$ cat config.mk
export PLATFORM = sky130hd
export DESIGN_NAME = buff_uart_arbiter_flat
export DESIGN_NICKNAME = d
export VERILOG_FILES = /design/src/rtl/buff_uart_arbiter_if.sv /design/src/rtl/buff_uart_arbiter.sv /design/src/flat_wrapper.sv
export SDC_FILE = /design/constraint.sdc
export NUM_CORES = 1
export LEC_CHECK = 0
export BUFFER_PORTS_ARGS = -buffer_cell sky130_fd_sc_hd__buf_2
export CORE_ASPECT_RATIO = 0.75
export CORE_UTILIZATION = 45
export DETAILED_ROUTE_END_ITERATION = 12
export PLACE_DENSITY = 0.76
export REMOVE_ABC_BUFFERS = 1
export SLEW_MARGIN = 30
export SYNTH_ARGS = -nofsm -noshare
export SYNTH_HDL_FRONTEND = slang
export SYNTH_SLANG_ARGS = --single-unit
export TNS_END_PERCENT = 50
$ cat constraint.sdc
create_clock -name clock -period 4.1 [get_ports clock]
set_input_delay 0.41 -clock clock [delete_from_list [all_inputs] [get_ports clock]]
set_output_delay 0.41 -clock clock [all_outputs]
set_load 0.02 [all_outputs]
$ cat src/rtl/buff_uart_arbiter_if.sv
// Requester-side and UART-side signal bundle for buff_uart_arbiter.
// master = the arbiter, slave = the clients/UART around it.
interface buff_uart_arbiter_if #(
  parameter int unsigned NUM_REQ    = 4,
  parameter int unsigned WIDTH      = 8,
  parameter int unsigned ADDR_WIDTH = 8
);
  logic [NUM_REQ-1:0]       req_valid;
  logic [NUM_REQ-1:0]       req_write;
  logic [NUM_REQ*WIDTH-1:0] req_data;
  logic [NUM_REQ-1:0]       req_ready;
  logic [NUM_REQ-1:0]       rsp_valid;
  logic [WIDTH-1:0]         rsp_data;
  logic [ADDR_WIDTH-1:0]    uart_active_address;
  logic                     uart_read_enable;
  logic                     uart_write_enable;
  logic [WIDTH-1:0]         uart_data_in;
  logic [WIDTH-1:0]         uart_data_out;
  logic                     tx_busy;

  modport master (
    input  req_valid, req_write, req_data, uart_data_out,
    output req_ready, rsp_valid, rsp_data, uart_active_address,
           uart_read_enable, uart_write_enable, uart_data_in, tx_busy
  );

  modport slave (
    output req_valid, req_write, req_data, uart_data_out,
    input  req_ready, rsp_valid, rsp_data, uart_active_address,
           uart_read_enable, uart_write_enable, uart_data_in, tx_busy
  );
endinterface

$ cat src/rtl/buff_uart_arbiter.sv
// Round-robin sharing of one buff_uart port between NUM_REQ requesters.
// Sequences TX push / RX pop strobes, paces TX by a frame guard, routes RX data back.
module buff_uart_arbiter #(
  parameter int unsigned NUM_REQ    = 4,
  parameter int unsigned WIDTH      = 8,
  parameter int unsigned ADDR_WIDTH = 8,
  parameter int unsigned RX_ADDRESS = 3,
  parameter int unsigned TX_ADDRESS = 4,
  parameter int unsigned CLOCK_FREQ = 50000000,
  parameter int unsigned BAUD_RATE  = 115200
) (
  input logic                clock,
  input logic                reset,
  buff_uart_arbiter_if.master bus
);
  localparam int unsigned TICKS_PER_BIT = CLOCK_FREQ / BAUD_RATE;
  localparam int unsigned FRAME_TICKS   = (WIDTH + 2) * TICKS_PER_BIT + 2;
  localparam int unsigned GUARD_W       = $clog2(FRAME_TICKS + 1);
  localparam int unsigned IDX_W         = (NUM_REQ > 1) ? $clog2(NUM_REQ) : 1;

  typedef enum logic [1:0] {S_IDLE, S_ISSUE_TX, S_ISSUE_RX, S_RX_CAPTURE} state_e;

  state_e               state_q, state_n;
  logic [IDX_W-1:0]     ptr_q, ptr_n, grant_q, grant_n;
  logic [WIDTH-1:0]     tx_byte_q, tx_byte_n;
  logic [GUARD_W-1:0]   guard_q, guard_n;
  logic                 cap_q, cap_n;

  logic [NUM_REQ-1:0]    req_ready_q, req_ready_n, rsp_valid_q, rsp_valid_n;
  logic [WIDTH-1:0]      rsp_data_q, rsp_data_n, data_in_q, data_in_n;
  logic [ADDR_WIDTH-1:0] addr_q, addr_n;
  logic                  rd_en_q, rd_en_n, wr_en_q, wr_en_n, tx_busy_q, tx_busy_n;

  logic [NUM_REQ-1:0]   eligible;
  logic                 found;
  logic [IDX_W-1:0]     sel, cidx;
  int unsigned          cand;
  logic [WIDTH-1:0]     req_bytes [NUM_REQ];

  for (genvar g = 0; g < NUM_REQ; g++) begin : g_bytes
    assign req_bytes[g] = bus.req_data[g*WIDTH +: WIDTH];
  end

  // Round-robin search from ptr_q; a guarded TX is skipped so RX is never stalled.
  always_comb begin
    eligible = bus.req_valid & (~bus.req_write | {NUM_REQ{guard_q == '0}});
    found    = 1'b0;
    sel      = '0;
    cand     = 0;
    cidx     = '0;
    for (int unsigned k = 0; k < NUM_REQ; k++) begin
      cand = 32'(ptr_q) + k;
      if (cand >= NUM_REQ) cand = cand - NUM_REQ;
      cidx = IDX_W'(cand);
      if (!found && eligible[cidx]) begin
        found = 1'b1;
        sel   = cidx;
      end
    end
  end

  always_ff @(posedge clock) begin
    if (reset) begin
      state_q     <= S_IDLE;
      ptr_q       <= '0;
      grant_q     <= '0;
      tx_byte_q   <= '0;
      guard_q     <= '0;
      cap_q       <= 1'b0;
      req_ready_q <= '0;
      rsp_valid_q <= '0;
      rsp_data_q  <= '0;
      addr_q      <= '0;
      rd_en_q     <= 1'b0;
      wr_en_q     <= 1'b0;
      data_in_q   <= '0;
      tx_busy_q   <= 1'b0;
    end else begin
      state_q     <= state_n;
      ptr_q       <= ptr_n;
      grant_q     <= grant_n;
      tx_byte_q   <= tx_byte_n;
      guard_q     <= guard_n;
      cap_q       <= cap_n;
      req_ready_q <= req_ready_n;
      rsp_valid_q <= rsp_valid_n;
      rsp_data_q  <= rsp_data_n;
      addr_q      <= addr_n;
      rd_en_q     <= rd_en_n;
      wr_en_q     <= wr_en_n;
      data_in_q   <= data_in_n;
      tx_busy_q   <= tx_busy_n;
    end
  end

  always_comb begin
    state_n     = state_q;
    ptr_n       = ptr_q;
    grant_n     = grant_q;
    tx_byte_n   = tx_byte_q;
    guard_n     = (guard_q != '0) ? guard_q - GUARD_W'(1) : '0;
    cap_n       = 1'b0;
    req_ready_n = '0;
    rsp_valid_n = '0;
    rsp_data_n  = rsp_data_q;
    addr_n      = '0;
    rd_en_n     = 1'b0;
    wr_en_n     = 1'b0;
    data_in_n   = data_in_q;

    // UART data is valid the cycle after the RX_CAPTURE state; it overlaps the next arbitration.
    if (cap_q) begin
      rsp_valid_n[grant_q] = 1'b1;
      rsp_data_n           = bus.uart_data_out;
    end

    unique case (state_q)
      S_IDLE: begin
        if (found) begin
          grant_n          = sel;
          ptr_n            = (sel == IDX_W'(NUM_REQ - 1)) ? '0 : sel + IDX_W'(1);
          tx_byte_n        = req_bytes[sel];
          req_ready_n[sel] = 1'b1;
          state_n          = bus.req_write[sel] ? S_ISSUE_TX : S_ISSUE_RX;
        end
      end
      S_ISSUE_TX: begin
        addr_n    = ADDR_WIDTH'(TX_ADDRESS);
        rd_en_n   = 1'b1;
        data_in_n = tx_byte_q;
        guard_n   = GUARD_W'(FRAME_TICKS);
        state_n   = S_IDLE;
      end
      S_ISSUE_RX: begin
        addr_n  = ADDR_WIDTH'(RX_ADDRESS);
        wr_en_n = 1'b1;
        state_n = S_RX_CAPTURE;
      end
      S_RX_CAPTURE: begin
        cap_n   = 1'b1;
        state_n = S_IDLE;
      end
      default: state_n = S_IDLE;
    endcase

    tx_busy_n = (guard_n != '0);
  end

  assign bus.req_ready           = req_ready_q;
  assign bus.rsp_valid           = rsp_valid_q;
  assign bus.rsp_data            = rsp_data_q;
  assign bus.uart_active_address = addr_q;
  assign bus.uart_read_enable    = rd_en_q;
  assign bus.uart_write_enable   = wr_en_q;
  assign bus.uart_data_in        = data_in_q;
  assign bus.tx_busy             = tx_busy_q;
endmodule

$ cat src/flat_wrapper.sv
// flat-port wrapper written by rule: the top's interface ports become plain ports
module buff_uart_arbiter_flat 
#(
  parameter int unsigned NUM_REQ    = 4,
  parameter int unsigned WIDTH      = 8,
  parameter int unsigned ADDR_WIDTH = 8,
  parameter int unsigned RX_ADDRESS = 3,
  parameter int unsigned TX_ADDRESS = 4,
  parameter int unsigned CLOCK_FREQ = 50000000,
  parameter int unsigned BAUD_RATE  = 115200
)
  (clock, reset, bus_req_valid, bus_req_write, bus_req_data, bus_uart_data_out, bus_req_ready, bus_rsp_valid, bus_rsp_data, bus_uart_active_address, bus_uart_read_enable, bus_uart_write_enable, bus_uart_data_in, bus_tx_busy);
  buff_uart_arbiter_if #(.NUM_REQ(NUM_REQ), .WIDTH(WIDTH), .ADDR_WIDTH(ADDR_WIDTH)) bus_i ();
  input logic clock;
  input logic reset;
  input wire logic [$bits(bus_i.req_valid)-1:0] bus_req_valid;
  input wire logic [$bits(bus_i.req_write)-1:0] bus_req_write;
  input wire logic [$bits(bus_i.req_data)-1:0] bus_req_data;
  input wire logic [$bits(bus_i.uart_data_out)-1:0] bus_uart_data_out;
  output wire logic [$bits(bus_i.req_ready)-1:0] bus_req_ready;
  output wire logic [$bits(bus_i.rsp_valid)-1:0] bus_rsp_valid;
  output wire logic [$bits(bus_i.rsp_data)-1:0] bus_rsp_data;
  output wire logic [$bits(bus_i.uart_active_address)-1:0] bus_uart_active_address;
  output wire logic [$bits(bus_i.uart_read_enable)-1:0] bus_uart_read_enable;
  output wire logic [$bits(bus_i.uart_write_enable)-1:0] bus_uart_write_enable;
  output wire logic [$bits(bus_i.uart_data_in)-1:0] bus_uart_data_in;
  output wire logic [$bits(bus_i.tx_busy)-1:0] bus_tx_busy;
  assign bus_i.req_valid = bus_req_valid;
  assign bus_i.req_write = bus_req_write;
  assign bus_i.req_data = bus_req_data;
  assign bus_i.uart_data_out = bus_uart_data_out;
  assign bus_req_ready = bus_i.req_ready;
  assign bus_rsp_valid = bus_i.rsp_valid;
  assign bus_rsp_data = bus_i.rsp_data;
  assign bus_uart_active_address = bus_i.uart_active_address;
  assign bus_uart_read_enable = bus_i.uart_read_enable;
  assign bus_uart_write_enable = bus_i.uart_write_enable;
  assign bus_uart_data_in = bus_i.uart_data_in;
  assign bus_tx_busy = bus_i.tx_busy;
  buff_uart_arbiter #(.NUM_REQ(NUM_REQ), .WIDTH(WIDTH), .ADDR_WIDTH(ADDR_WIDTH), .RX_ADDRESS(RX_ADDRESS), .TX_ADDRESS(TX_ADDRESS), .CLOCK_FREQ(CLOCK_FREQ), .BAUD_RATE(BAUD_RATE)) u_core (.clock(clock), .reset(reset), .bus(bus_i));
endmodule
# After elaboration in Yosys (flattened, before gate mapping)
# Index checks and enable logic that the tools add are counted.
[op_classes]
n_addsub = 9
magnitude_cmp = 13
eq_ne = 5
muxes = 39
bitwise = 7
reduce_logical = 16
[op_table]
columns = ["op", "n"]
rows = [
  ["13-bit 2-to-1 mux", 2],
  ["13-bit nonzero test", 2],
  ["2-bit 2-to-1 mux", 11],
  ["2-bit by 3-bit < comparator with 1-bit output (second input constant)", 6],
  ["8-bit binary-select mux with 2-bit select", 1],
  ["8-bit 2-to-1 mux", 2],
  ["1-bit 2-to-1 mux", 14],
  ["13-bit logical NOT", 1],
  ["13-bit by 1-bit subtractor with 13-bit output (second input constant)", 1],
  ["3-bit >= comparator (second input constant)", 4],
  ["1-bit binary-select mux with 2-bit select", 5],
  ["2-bit by 1-bit subtractor with 2-bit output (second input constant)", 4],
  ["2-bit by 2-bit adder with 3-bit output (second input constant)", 2],
  ["2-bit equality test (second input constant)", 3],
  ["2-bit one-hot mux with 3 select lines", 1],
  ["3-bit one-hot mux with 2 select lines", 1],
  ["1-bit logical AND", 5],
  ["4-bit bitwise AND", 1],
  ["1-bit demux with 2-bit select", 2],
  ["2-bit by 1-bit >= comparator with 1-bit output (second input constant)", 2],
  ["4-bit inverter", 1],
  ["4-bit bitwise OR", 1],
  ["2-bit OR reduction", 2],
  ["2-bit by 1-bit adder with 3-bit output (second input constant)", 1],
  ["other kinds (10)", 14],
]
[word_totals]
register_bits = 63
input_bits = 50
out_inout_bits = 35
wordCells = 103

# Depth between registers and ports, before layout
[depth]
depth_word = 20
mapped_depth = 11
depth_no_buf = 10

# Least setup slack after synthesis
# Ideal clock, no wire load.
[synth_path]
path_kind = "register to register"
startpoint = "register u_core.guard_q[0]"
endpoint = "register u_core.ptr_q[1]"
setup_ps = 128
t_arrival_ps = 2358
required_ps = 3972
path_slack_ps = 1614
stages_incl_launch_ff = 12
n_path_buf = 1
period_less_slack_ps = 2486
cell_sequence = "dfxtp_1 inv_1 ha_1 nor4b_4 a41o_2 a21oi_2 o311ai_4 buf_6 inv_1 ha_1 mux2i_1 nor2_1"
[synth_via]
elab_chain_len = 17
elab_cells_between_ends = 29
classes_between = "add/sub (1); eq/ne (1); mux (17); bitwise (2); reduce/logical (8)"
[synth_lines]
columns = ["item", "line", "text"]
rows = [
  ["start, declared", "buff_uart_arbiter.sv:26", "logic [GUARD_W-1:0] guard_q, guard_n;"],
  ["start signal, assigned", "buff_uart_arbiter.sv:83", "guard_q <= guard_n;"],
  ["13-bit logical NOT (*)", "buff_uart_arbiter.sv:46", "eligible = bus.req_valid & (~bus.req_write | {NUM_REQ{guard_q == '0}});"],
  ["4-bit bitwise OR (*)", "buff_uart_arbiter.sv:46", ""],
  ["4-bit bitwise AND (*)", "buff_uart_arbiter.sv:46", ""],
  ["1-bit binary-select mux with 2-bit select", "buff_uart_arbiter.sv:55", "if (!found && eligible[cidx]) begin"],
  ["1-bit 2-to-1 mux (implied by the code)", "buff_uart_arbiter.sv:55", ""],
  ["1-bit 2-to-1 mux", "buff_uart_arbiter.sv:55", ""],
  ["1-bit logical NOT", "buff_uart_arbiter.sv:55", ""],
  ["1-bit logical AND", "buff_uart_arbiter.sv:55", ""],
  ["[2 not listed]", "-", ""],
  ["1-bit logical AND", "buff_uart_arbiter.sv:55", ""],
  ["1-bit 2-to-1 mux", "buff_uart_arbiter.sv:55", ""],
  ["1-bit logical NOT", "buff_uart_arbiter.sv:55", ""],
  ["1-bit logical AND", "buff_uart_arbiter.sv:55", ""],
  ["2-bit 2-to-1 mux (*)", "buff_uart_arbiter.sv:55", ""],
  ["via u_core.sel[1]", "buff_uart_arbiter.sv:36", "logic [IDX_W-1:0] sel, cidx;"],
  ["2-bit by 1-bit adder with 2-bit output or 2-bit equality test (tied branches)", "buff_uart_arbiter.sv:121", "ptr_n = (sel == IDX_W'(NUM_REQ - 1)) ? '0 : sel + IDX_W'(1);"],
  ["2-bit 2-to-1 mux (*)", "buff_uart_arbiter.sv:121", ""],
  ["end signal, assigned", "buff_uart_arbiter.sv:80", "ptr_q <= ptr_n;"],
  ["end, declared", "buff_uart_arbiter.sv:24", "logic [IDX_W-1:0] ptr_q, ptr_n, grant_q, grant_n;"],
]
# Mark *: on every way through the listed nets, which the timed path passes. The rest lies on a longest branch. The select of a mux whose other input is x is not followed.
# A chain may end at the register's enable or synchronous reset.

# Worst setup path after layout
# Ends and elaborated chain as after synthesis.

==> results.ini <==
[run_status]
status = finished, final reports clean

[routing]
dr_total_vias = 2298
drt_first_pass_iters = 4
drt-initial-drc-count = 131
ant_nets = 0
drc = 0
routed_via_density = 5.19
drt-total-wl_um = 6110
wire_per_inst_um = 13.8

[timing]
slew_headroom_pct = 52.6
skew_ns = 0.00374
hold_viol = 0
setup_tns_ns = 0
finalSetupViolCount = 0
setup_slack_ns = 1.16
fin_crit_sh_pct = 71.7
fmax_mhz = 340
slew_violations = 0
post-route-min-period_ns = 2.94
tightest_slew_ns = 0.711
rsz0062_at_grt = false

[cts]
cts_inserted_buffers = 5
hold_buffers = 0
cts.path.max_buffers = 2
cts_root_buf = clkbuf_8
cts_tree = done
ctsResizeCount = 0
cts_setup_buffers = 0
insertion_delay_ns = 0.31
cts.sinks = 55
htreeDepth = 2
clk_pin_slew_ns = 0.09

[cells_and_area]
fin_nets = 422
insertedDiodeCount = 0
fill_cells = 514
drive_above_1_share_pct = 27.4
syn2layout_area_growth_pct = 18.4
final_core_util_pct = 57.5

[setup_path]
critPathCaptureType = register
critical_path_class = reg2reg
path_buf_inv = 3
path_cells = inv_1, ha_1, nor4b_4, a41o_1, a22oi_1, o311ai_4, buf_4, inv_1, ha_1, mux2i_1, nor2_1
critical_path_required_ns = 4.28
cpPeakStageDelay_ns = 0.44
cp_top_family = compound AO/OA/AOI/OAI gates
cp.arrival_ns = 3.12
crit_slowest_cell = nor4b_4
critPathLaunchType = register
crit_fanout = 24

[yosys]
ys_ff_latch = 55
async_reset_ff_share_pct = 0
yosysWarnings = 0
ys_dominant_reg_cell = dfxtp_1
syn_inst = 296
netlist_area_mm2 = 0.00268
syn_avg_cell_area_um2 = 9.06
ys_seq_area_share_pct = 41.0
synth_edf_count = 0
ys_types = 45

[global_routing]
track_usage_pct = 20.1
grt_pass1_vias = 2059
grt_overflow = 0
grt_max_degree = 43
grt_first_pass_wirelength_um = 9790
antenna_found_initial = 0

[power]
fin_total_pwr_mw = 2.18
clkPwrFrac_pct = 15.0
max-vdd-ir-drop_uv = 255
p_int_mw = 1.26
seq_power_share_pct = 37.3
p_switching_uw = 919
p_leak_nw = 1.51
power.density_mw_per_mm2 = 687
p_sw_share_pct = 42.1
combinationalPowerShare_pct = 47.7

[floorplanning]
start_util_pct = 48.6
coreArea_mm2 = 0.00553
rows = 23
die_height_um = 68.9
die_w_um = 91.2
dieArea_mm2 = 0.00628
pin_count = 85

[worst_hold_path]
holdCritPathClass = in2reg

[placed_design]
hpwl_um = 4450
finalWeightedCongestion = 0.882
portBuffers = 79
dp_worst_setup_slack_ns = 1.23

[job]
maxCapViolCount = 0

-- registers in the layout (all words and copies together) (netlist names) --
register	flops
u_core.bus.req_ready	4
u_core.bus.rsp_data	8
u_core.bus.rsp_valid	4
u_core.bus.tx_busy	1
u_core.bus.uart_active_address	1
u_core.bus.uart_data_in	8
u_core.bus.uart_read_enable	1
u_core.cap_q	1
u_core.grant_q	2
u_core.guard_q	13
u_core.ptr_q	2
u_core.state_q	2
u_core.tx_byte_q	8
-- metal layers --
metal / GRT usage (%) / vias to the layer above / routed length [um]
li1: - / 1160 / -
met3: 4.61 / 9 / 484
met1: 26.8 / 1035 / 2800
met4: 7.34 / 0 / 104
met5: 0 / - / 0
met2: 32.5 / 94 / 2730
-- logic make-up after synthesis --
group | count (synthesis) | synth area share [%]
compound gates | 49 | 14.0
xor+xnor | 11 | 3.59
fa+ha+maj | 5 | 2.33
buf+inv | 31 | 6.34
flops | 55 | 41.0
mux | 27 | 10.1
other cells | 1 | 0.140
simple gates | 117 | 22.4
-- worst min-delay path: cells and delay by family --
family                 cells  cell delay, ns
AND/OR/NAND/NOR            1            0.07
multiplexers               1            0.05
buffers and inverters      1            0.07
-- metrics by stage --
step | hold WS [ns] | cell area, um^2 | std cells
final | 0.333 | 3180 | 443
after detailed placement | 0.445 | 3070 | 435
after CTS | 0.335 | 3180 | 443
after global routing | 0.328 | 3180 | 443
after global placement | 0.441 | 3070 | 435
after floorplan | 0.426 | 2560 | 278
-- power groups by stage --
stage | Combinational, mW | Sequential [mW] | Clock (mW)
after floorplan | 0.734 | 0.838 | 0
after global placement | 1.00 | 0.818 | 0
after detailed placement | 1.03 | 0.822 | 0
after CTS | 1.04 | 0.811 | 0.332
after global routing | 1.16 | 0.840 | 0.362
final | 1.04 | 0.814 | 0.328
-- cells in the mapped netlist (2+ instances only) --
cell type  number  area, um^2
nor2b_1         7        43.8
buf_6           3        33.8
ha_1            5        62.6
nand2b_1        3        18.8
clkbuf_1       10        37.5
a22oi_1         2        15.0
or3_1           4        25.0
xnor2_1         3        26.3
dfxtp_1        55        1100
a41o_1          3        30.0
or2_2           2        12.5
nor2_1         34         128
buf_4           8        60.1
nand3b_1        8        60.1
inv_1           9        33.8
o21ai_0         3        15.0
nor3_1          4        20.0
xor2_1          8        70.1
and2_1          5        31.3
nor3b_1         6        45.0
and3_1          2        12.5
o221ai_1        9        78.8
nand3_1         7        35.0
mux2i_1        26         260
nand2_1        31         116
a21oi_1        19        95.1
o21a_1          2        15.0
-- cell type report --
| cell class | instances | area, um^2 | area share, % |
|---|---|---|---|
| multi-input cells | 214 | 1430 | 44.9 |
| clock buffers | 7 | 96.3 | 3.03 |
| flip-flops and latches | 55 | 1100 | 34.7 |
| repair buffers | 82 | 418 | 13.2 |
| inverters | 9 | 33.8 | 1.06 |
| clock inverters | 1 | 7.51 | 0.236 |
| well taps | 75 | 93.8 | 2.95 |
-- worst paths after layout --
check	startpoint	end	slack, ns	cells after the start
worst max-delay path	u_core.guard_q[0]	u_core.ptr_q[1]	1.16	11
worst min-delay path	bus_uart_data_out[7]	u_core.bus.rsp_data[7]	0.33	3
worst max register to register	u_core.guard_q[0]	u_core.ptr_q[1]	1.16	11
worst min register to register	u_core.tx_byte_q[3]	u_core.bus.uart_data_in[3]	0.45	2
-- cell usage in the layout (no fill, tap or decap), types with 2 or more instances in the layout --
cell / count
a21oi_1: 19
a22oi_1: 2
a41o_1: 3
and2_1: 5
and3_1: 2
buf_2: 79
buf_4: 3
clkbuf_8: 7
conb_1: 5
dfxtp_1: 55
ha_1: 5
inv_1: 9
mux2i_1: 26
nand2_1: 31
nand2b_1: 3
nand3_1: 7
nand3b_1: 8
nor2_1: 34
nor2b_1: 7
nor3_1: 4
nor3b_1: 6
o21a_1: 2
o21ai_0: 3
o221ai_1: 9
or2_2: 2
or3_1: 4
xnor2_1: 3
xor2_1: 8
Power figures use the tool's default switching activity.
